File: src/rtl/uart_rx_core_if.sv
// Received-word handshake between the UART receiver and its consumer.
// The receiver drives the word, flags and valid; the consumer drives ready.
interface uart_rx_core_if #(
  parameter int DATA_BITS = 8
);
  logic [DATA_BITS-1:0] data;
  logic                 data_valid;
  logic                 frame_err;
  logic                 parity_err;
  logic                 rx_ready;

  modport master (
    output data,
    output data_valid,
    output frame_err,
    output parity_err,
    input  rx_ready
  );

  modport slave (
    input  data,
    input  data_valid,
    input  frame_err,
    input  parity_err,
    output rx_ready
  );
endinterface

File: src/rtl/uart_rx_core.sv
// Oversampling UART receiver with a one-deep output register.
// Framing and parity errors are reported with the word, not dropped.
module uart_rx_core #(
  parameter int OVERSAMPLE = 4,
  parameter int DATA_BITS  = 8,
  parameter int PARITY     = 0,
  parameter int STOP_BITS  = 1
) (
  input  logic               clk,
  input  logic               rst_n,
  input  logic               rxd,
  uart_rx_core_if.master     rx,
  output logic               overrun,
  output logic               busy
);

  localparam logic [5:0] HALF = 6'(OVERSAMPLE / 2 - 1);
  localparam logic [5:0] LAST = 6'(OVERSAMPLE - 1);
  localparam logic [3:0] DLST = 4'(DATA_BITS - 1);
  localparam logic [3:0] SLST = 4'(STOP_BITS - 1);

  typedef enum logic [2:0] {
    IDLE,
    START,
    DATA,
    PAR,
    STOP,
    WAIT_HIGH
  } state_t;

  state_t               st;
  state_t               st_nx;
  logic                 rxd_q;
  logic                 rxd_s;
  logic [5:0]           tick;
  logic [3:0]           bit_cnt;
  logic [DATA_BITS-1:0] shreg;
  logic                 ferr_acc;
  logic                 perr_q;
  logic                 at_last;
  logic                 smp;
  logic                 deliver;
  logic                 par_x;
  logic                 perr_nx;

  always_ff @(posedge clk or negedge rst_n) begin
    if (!rst_n) begin
      rxd_q <= 1'b1;
      rxd_s <= 1'b1;
    end else begin
      rxd_q <= rxd;
      rxd_s <= rxd_q;
    end
  end

  assign at_last = (tick == LAST);
  assign smp     = at_last &&
                   (st == DATA || st == PAR || st == STOP);
  assign par_x   = (^shreg) ^ rxd_s;
  assign perr_nx = (PARITY == 1) ? ~par_x : par_x;

  always_comb begin
    st_nx   = st;
    deliver = 1'b0;
    unique case (st)
      IDLE: begin
        if (!rxd_s) st_nx = START;
      end
      START: begin
        if (tick == HALF) st_nx = rxd_s ? IDLE : DATA;
      end
      DATA: begin
        if (smp && bit_cnt == DLST)
          st_nx = (PARITY != 0) ? PAR : STOP;
      end
      PAR: begin
        if (smp) st_nx = STOP;
      end
      STOP: begin
        if (smp && bit_cnt == SLST) begin
          deliver = 1'b1;
          st_nx   = rxd_s ? IDLE : WAIT_HIGH;
        end
      end
      WAIT_HIGH: begin
        if (rxd_s) st_nx = IDLE;
      end
      default: st_nx = IDLE;
    endcase
  end

  always_ff @(posedge clk or negedge rst_n) begin
    if (!rst_n) begin
      st       <= IDLE;
      tick     <= '0;
      bit_cnt  <= '0;
      shreg    <= '0;
      ferr_acc <= 1'b0;
      perr_q   <= 1'b0;
    end else begin
      st <= st_nx;
      if (st_nx != st || smp) tick <= '0;
      else if (st != IDLE && st != WAIT_HIGH)
        tick <= tick + 6'd1;
      if (st_nx != st) bit_cnt <= '0;
      else if (smp) bit_cnt <= bit_cnt + 4'd1;
      // Flags restart with every accepted start bit
      if (st == START && st_nx == DATA) begin
        ferr_acc <= 1'b0;
        perr_q   <= 1'b0;
      end
      if (st == DATA && smp)
        shreg <= {rxd_s, shreg[DATA_BITS-1:1]};
      if (st == PAR && smp)
        perr_q <= perr_nx;
      if (st == STOP && smp && !rxd_s)
        ferr_acc <= 1'b1;
    end
  end

  always_ff @(posedge clk or negedge rst_n) begin
    if (!rst_n) begin
      rx.data       <= '0;
      rx.data_valid <= 1'b0;
      rx.frame_err  <= 1'b0;
      rx.parity_err <= 1'b0;
      overrun       <= 1'b0;
    end else begin
      overrun <= deliver && rx.data_valid && !rx.rx_ready;
      if (deliver && (!rx.data_valid || rx.rx_ready)) begin
        rx.data       <= shreg;
        rx.frame_err  <= ferr_acc | ~rxd_s;
        rx.parity_err <= (PARITY != 0) && perr_q;
        rx.data_valid <= 1'b1;
      end else if (rx.data_valid && rx.rx_ready) begin
        rx.data_valid <= 1'b0;
      end
    end
  end

  assign busy = (st != IDLE);

endmodule

File: src/flat_wrapper.sv
// flat-port wrapper written by rule: the top's interface ports become plain ports
module uart_rx_core_flat 
#(
  parameter int OVERSAMPLE = 4,
  parameter int DATA_BITS  = 8,
  parameter int PARITY     = 0,
  parameter int STOP_BITS  = 1
)
  (clk, rst_n, rxd, overrun, busy, rx_data, rx_data_valid, rx_frame_err, rx_parity_err, rx_rx_ready);
  uart_rx_core_if #(.DATA_BITS(DATA_BITS)) rx_i ();
  input  logic clk;
  input  logic rst_n;
  input  logic rxd;
  output logic overrun;
  output logic busy;
  output wire logic [$bits(rx_i.data)-1:0] rx_data;
  output wire logic [$bits(rx_i.data_valid)-1:0] rx_data_valid;
  output wire logic [$bits(rx_i.frame_err)-1:0] rx_frame_err;
  output wire logic [$bits(rx_i.parity_err)-1:0] rx_parity_err;
  input wire logic [$bits(rx_i.rx_ready)-1:0] rx_rx_ready;
  assign rx_data = rx_i.data;
  assign rx_data_valid = rx_i.data_valid;
  assign rx_frame_err = rx_i.frame_err;
  assign rx_parity_err = rx_i.parity_err;
  assign rx_i.rx_ready = rx_rx_ready;
  uart_rx_core #(.OVERSAMPLE(OVERSAMPLE), .DATA_BITS(DATA_BITS), .PARITY(PARITY), .STOP_BITS(STOP_BITS)) u_core (.clk(clk), .rst_n(rst_n), .rxd(rxd), .rx(rx_i), .overrun(overrun), .busy(busy));
endmodule
File: config.mk
export PLATFORM = sky130hd
export DESIGN_NAME = uart_rx_core_flat
export DESIGN_NICKNAME = d
export VERILOG_FILES = /design/src/rtl/uart_rx_core_if.sv /design/src/rtl/uart_rx_core.sv /design/src/flat_wrapper.sv
export SDC_FILE = /design/constraint.sdc
export NUM_CORES = 1
export LEC_CHECK = 0
export CAP_MARGIN = 20
export CORE_AREA = 2 2 79 81
export CTS_CLUSTER_DIAMETER = 30
export DETAILED_ROUTE_END_ITERATION = 8
export DIE_AREA = 0 0 81 83
export DONT_BUFFER_PORTS = 1
export SLEW_MARGIN = 10
export SYNTH_ARGS = -nofsm -noshare
export SYNTH_HDL_FRONTEND = slang
export SYNTH_SLANG_ARGS = --single-unit
File: constraint.sdc
create_clock -name clk -period 2.35 [get_ports clk]
set_clock_uncertainty 0.05 [all_clocks]
set_input_delay 0.3525 -clock clk [delete_from_list [all_inputs] [get_ports clk]]
set_output_delay 0.3525 -clock clk [all_outputs]
set_load 0.01 [all_outputs]
### After elaboration in Yosys (flattened, before gate mapping)

Cells that the tools add are included.

| word-level totals | value |
|---|---|
| bits of input ports | 4 |
| word-level logic and storage cells | 71 |
| bits in registers | 35 |
| output and inout port bits | 13 |

| cells by class | value |
|---|---|
| $add $sub $neg | 2 |
| reductions and logical operators | 26 |
| eq/ne operators | 11 |
| muxes and demuxes | 19 |
| bitwise operators | 2 |

Operators with widths:

| cell | count |
|---|---|
| two-way mux 3 bit | 7 |
| one-hot mux 3 bit (6 select lines) | 1 |
| logical AND 1 bit | 12 |
| two-way mux 6 bit | 2 |
| equality test 3 x 2 -> 1 bit, second input constant | 3 |
| two-way mux 4 bit | 2 |
| nonzero test 2 bit | 4 |
| adder 6 x 1 -> 6 bit, second input constant | 1 |
| equality test 3 bit, second input constant | 2 |
| equality test 6 x 1 -> 1 bit, second input constant | 1 |
| equality test 6 x 2 -> 1 bit, second input constant | 1 |
| two-way mux 1 bit | 6 |
| adder 4 x 1 -> 4 bit, second input constant | 1 |
| equality test 4 x 3 -> 1 bit, second input constant | 1 |
| zero test 4 bit | 1 |
| logical OR 1 bit | 4 |
| equality test 3 x 1 -> 1 bit, second input constant | 1 |
| zero test 1 bit | 3 |
| zero test 3 bit | 1 |
| inequality test 3 bit | 1 |
| inequality test 3 bit, second input constant | 1 |
| nonzero test 3 bit | 1 |
| two-way mux 2 bit | 1 |
| inverter 1 bit | 1 |
| OR 1 bit | 1 |

### Longest topological paths before layout

| logic depth | value |
|---|---|
| word-level depth | 11 |
| mapped depth | 8 |
| depth with buffers taken out | 7 |

### Worst setup path after synthesis

Ideal clock, no wire load.

| timing | value |
|---|---|
| path type | register to register |
| from | reg u_core.tick[0] |
| to | reg u_core.tick[2] |
| required time | 2.212 ns |
| arrival | 1.813 ns |
| setup slack | 0.399 ns |
| cell stages (with the launch flop) | 8 |
| cells stage by stage | dfrtp_1 ha_1 nor4bb_1 and2_1 a31o_2 a221o_1 buf_2 nor3b_1 |

| between the ends | value |
|---|---|
| longest elaborated chain between the ends | 8 |

RTL lines:

| element | RTL line | RTL |
|---|---|---|
| start: declaration | uart_rx_core.sv:35 | `logic [5:0] tick;` |
| start signal: assignment | uart_rx_core.sv:104 | `tick <= tick + 6'd1;` |
| equality test 6 x 2 -> 1 bit | uart_rx_core.sv:56 | `assign at_last = (tick == LAST);` |
| logical AND 1 bit | uart_rx_core.sv:57 | `assign smp = at_last &&` |
| logical AND 1 bit (on tied branches) | uart_rx_core.sv:80, uart_rx_core.sv:73 |  |
| two-way mux 3 bit (on tied branches) | uart_rx_core.sv:80, uart_rx_core.sv:73 |  |
| one-hot mux 3 bit (6 select lines) | uart_rx_core.sv:65 | `unique case (st)` |
| inequality test 3 bit | uart_rx_core.sv:102 | `if (st_nx != st \|\| smp) tick <= '0;` |
| logical OR 1 bit | uart_rx_core.sv:102 |  |
| two-way mux 6 bit / nonzero test 2 bit (equally long branches) | n/a |  |

Parallel ways exist; a longest one is shown, timed or not. The select of a mux whose other input is x is not followed.
A chain may end at the register's enable or synchronous reset.

### Worst setup path after layout

Same ends and word-level chain as after synthesis.

==> run_results.csv <==
group,metric,value,unit
finish,design_area,1858,um2
yosys,syn_avg_cell_area,11.42,um2
sta,rsz0062_at_grt,"false",
place,dp_hpwl,1.935,mm
global_route,first_global_vias,1085,
yosys,synthAdderAreaFrac,3.003,%
sta,setup_viol,0,
floorplan,fp-row-count,28,
sta,tightest_slew,658.4,ps
place,dpl_cell_area,1730,um2
setup_path,worstSetupEndpointType,"register",
clocking,cts_max_level,2,
global_route,antenna_found_initial,0,
yosys,yosys_warnings,0,
run_status,outcome,"complete, no violations",
routing,drt_iter0_markers,136,
yosys,synth_xor_area_share,4.730,%
run,max_cap_viol_count,0,
place,port_buffers,0,
finish,fillers,587,
setup_path,cp_data_arrival_time,2300,ps
place,gp_congestion,0.8184,
setup_path,cp_max_fo,10,
yosys,synth_top_family_by_area,"simple AND/OR/NAND/NOR gates",
setup_path,path_cells,"ha_1 -> nor4bb_1 -> and2_1 -> a31o_2 -> a221o_1 -> nor3b_1",
floorplan,pin_count,17,
setup_path,slowest_stage,"a221o_1",
finish,antennaDiodeCount,0,
setup_path,required,2490,ps
global_route,grt_first_pass_wirelength,5.016,mm
routing,dr_total_vias,1042,
yosys,muxShareOfSynthArea,12.31,%
floorplan,die_area,6723,um2
yosys,syn_area,1667,um2
hold_path,worstHoldStart,"rx_rx_ready",
power_and_ir_drop,power_density,888.8,nW/um2
floorplan,die_w,81,um
finish,final_common_cell,"dfrtp_1",
setup_path,reg2reg_to,"u_core.tick[2]",
sta,relSlewSlack,55.92,%
power_and_ir_drop,ir_drop,279.7,uV
hold_path,whs_path_depth,2,
yosys,synth_compound_area_share,6.532,%
sta,period_share,91.86,%
yosys,syn-num-nets,154,
setup_path,cp_top_family,"compound AO/OA/AOI/OAI gates",
global_route,track_usage,9.502,%
yosys,synthSimpleGateAreaFrac,16.89,%
floorplan,start_util,28.66,%
clocking,clockBufferDepth,2,
sta,finalSetupTns,0,ps
clocking,clk_pin_slew,70,ps
routing,drcViolationCount,0,
sta,finalHoldViolCount,0,
power_and_ir_drop,finalPower,1651,uW
clocking,clock-sinks,35,
global_route,grt_overflow,0,
sta,fin_crit,2159,ps
floorplan,die_y,83,um
routing,ant_nets,0,
yosys,synth_cell_types,38,
finish,final_cell_mix,"33 x dfrtp_1, 16 x nor2_1, 13 x nand2_1, 8 x mux2_2, 7 x mux2_4",
yosys,ys_seq_area_share,52.70,%
yosys,ys_ff_latch,35,
finish,final_nets,159,
clocking,cts_tree,"built",
floorplan,core,5816,um2
setup_path,cp-start-kind,"register",
setup_path,timing.setup.critical_path_class,"register to register",
sta,timing.fmax,463.2,MHz
global_route,grt_max_degree,36,
routing,drtPass1Iterations,4,
setup_path,cp_slowest_stage_delay,450,ps
yosys,synthCells,146,
routing,drt-total-wl,2.814,mm
clocking,root_buffer,"clkbuf_8",
hold_path,whs_endpoint,"u_core.overrun",
clocking,clk_latency,280,ps
setup_path,cp.buffers_inverters,0,
finish,drive_gt1_share,19.87,%
clocking,post_cts_resized,0,
finish,syn2layout_area_growth,11.49,%
sta,drv_slew,0,
routing,avgRoutedWirePerCell,12.45,um
setup_path,ff2ff_path_depth,6,
routing,routed_via_density,4.611,
setup_path,regToRegStartpoint,"u_core.tick[0]",
power_and_ir_drop,leakage,0.0008741,uW
hold_path,worstHoldPathType,"input pin to register",
setup_path,rrSetupSlack,190,ps
clocking,cts_buffers,5,
## report_power, final
group          switching [uW]  internal (uW)
Sequential                104            669
Combinational             258            195
Clock                     197            230
Total                     558           1090
## cells in the mapped netlist
master | instances | area, um2
dfrtp_1 | 33 | 825.8
nor2_1 | 16 | 60.06
nand2_1 | 13 | 48.80
mux2_2 | 8 | 90.09
mux2_4 | 7 | 105.1
inv_1 | 6 | 22.52
nand3_1 | 5 | 25.02
o211ai_1 | 5 | 37.54
xnor2_1 | 5 | 43.79
ha_1 | 4 | 50.05
o21ai_0 | 4 | 20.02
xor2_1 | 4 | 35.03
buf_2 | 3 | 15.01
nor2b_1 | 3 | 18.77
a21oi_1 | 2 | 10.01
dfstp_2 | 2 | 52.55
nand2b_1 | 2 | 12.51
nand4_1 | 2 | 12.51
nor3b_1 | 2 | 15.01
or3_1 | 2 | 12.51
a21boi_0 | 1 | 7.510
a221o_1 | 1 | 10.01
a221oi_1 | 1 | 8.760
a31o_2 | 1 | 8.760
and2_1 | 1 | 6.260
and3_1 | 1 | 6.260
and3b_1 | 1 | 8.760
buf_4 | 1 | 7.510
buf_6 | 1 | 11.26
clkbuf_1 | 1 | 3.750
conb_1 | 1 | 3.750
mux2i_1 | 1 | 10.01
nand2_2 | 1 | 6.260
nand3_2 | 1 | 10.01
nand3b_1 | 1 | 7.510
nor4_4 | 1 | 21.27
nor4bb_1 | 1 | 10.01
o22ai_1 | 1 | 6.260
## what timing repair did
item / in CTS / in global routing
hold endpoints to repair: 36 / 0
setup buffers: 0 / 0
hold buffers: 3 / 0
setup endpoints to repair: 0 / 0
## registers in the layout, indices dropped and copies added (netlist names), 3 cells and up
| name | count |
|---|---|
| u_core.tick | 6 |
| u_core.shreg | 8 |
| u_core.bit_cnt | 4 |
| u_core.rx.data | 8 |
| u_core.st | 3 |
## logic make-up after synthesis
group | count (synthesis)
flops | 35
simple gates | 53
compound gates | 16
fa+ha+maj | 4
buf+inv | 12
mux | 16
xor+xnor | 9
other cells | 1
## worst register-to-register path, stage by stage, from the launching register on
cell and delay, ps:
dfrtp_1 420, ha_1 280, nor4bb_1 160, and2_1 210
a31o_2 260, a221o_1 450, nor3b_1 250
## worst max path at each step
stage / startpoint / end / slack (ps) / depth (start not counted)
global placement: u_core.tick[0] / u_core.tick[2] / 290 / 6
CTS: u_core.tick[0] / u_core.tick[2] / 180 / 6
finish: u_core.tick[0] / u_core.tick[2] / 190 / 6
global route: u_core.tick[0] / u_core.bit_cnt[0] / 2 / 6
detailed placement: u_core.tick[0] / u_core.tick[2] / 210 / 6
floorplan: u_core.tick[0] / u_core.tick[2] / 400 / 7
## area by class of cell
class | instances | area [um2] | share of cell area [%]
Timing Repair Buffer | 4 | 47.55 | 2.559
Clock buffer | 6 | 82.58 | 4.444
Multi-Input combinational cell | 99 | 728.2 | 39.19
Clock inverter | 1 | 5.005 | 0.2694
Inverter | 6 | 22.52 | 1.212
Sequential cell | 35 | 878.3 | 47.27
Tap cell | 75 | 93.84 | 5.051
## per-stage QoR
| step | utilization [%] | setup slack [ps] | instances | hold WS, ps |
|---|---|---|---|---|
| floorplan | - | 398.7 | 146 | 6.909 |
| global placement | 29.75 | 292.6 | 216 | 7.665 |
| detailed placement | 29.75 | 206.3 | 216 | 7.693 |
| CTS | 31.95 | 177.4 | 226 | 245.8 |
| global route | 31.95 | 1.740 | 226 | 270.5 |
| finish | 31.95 | 191.3 | 226 | 259.0 |
## metal layers
metal	part of all wire (%)	track usage (%)	vias up	wire length, um
met5	0	0	-	0
met4	1.7	3.236	0	47
met3	5.2	3.587	6	146
met2	47	14.80	29	1324
met1	46	11.94	505	1295
li1	-	-	502	-
No activity file was read; power rests on OpenSTA's default activity.
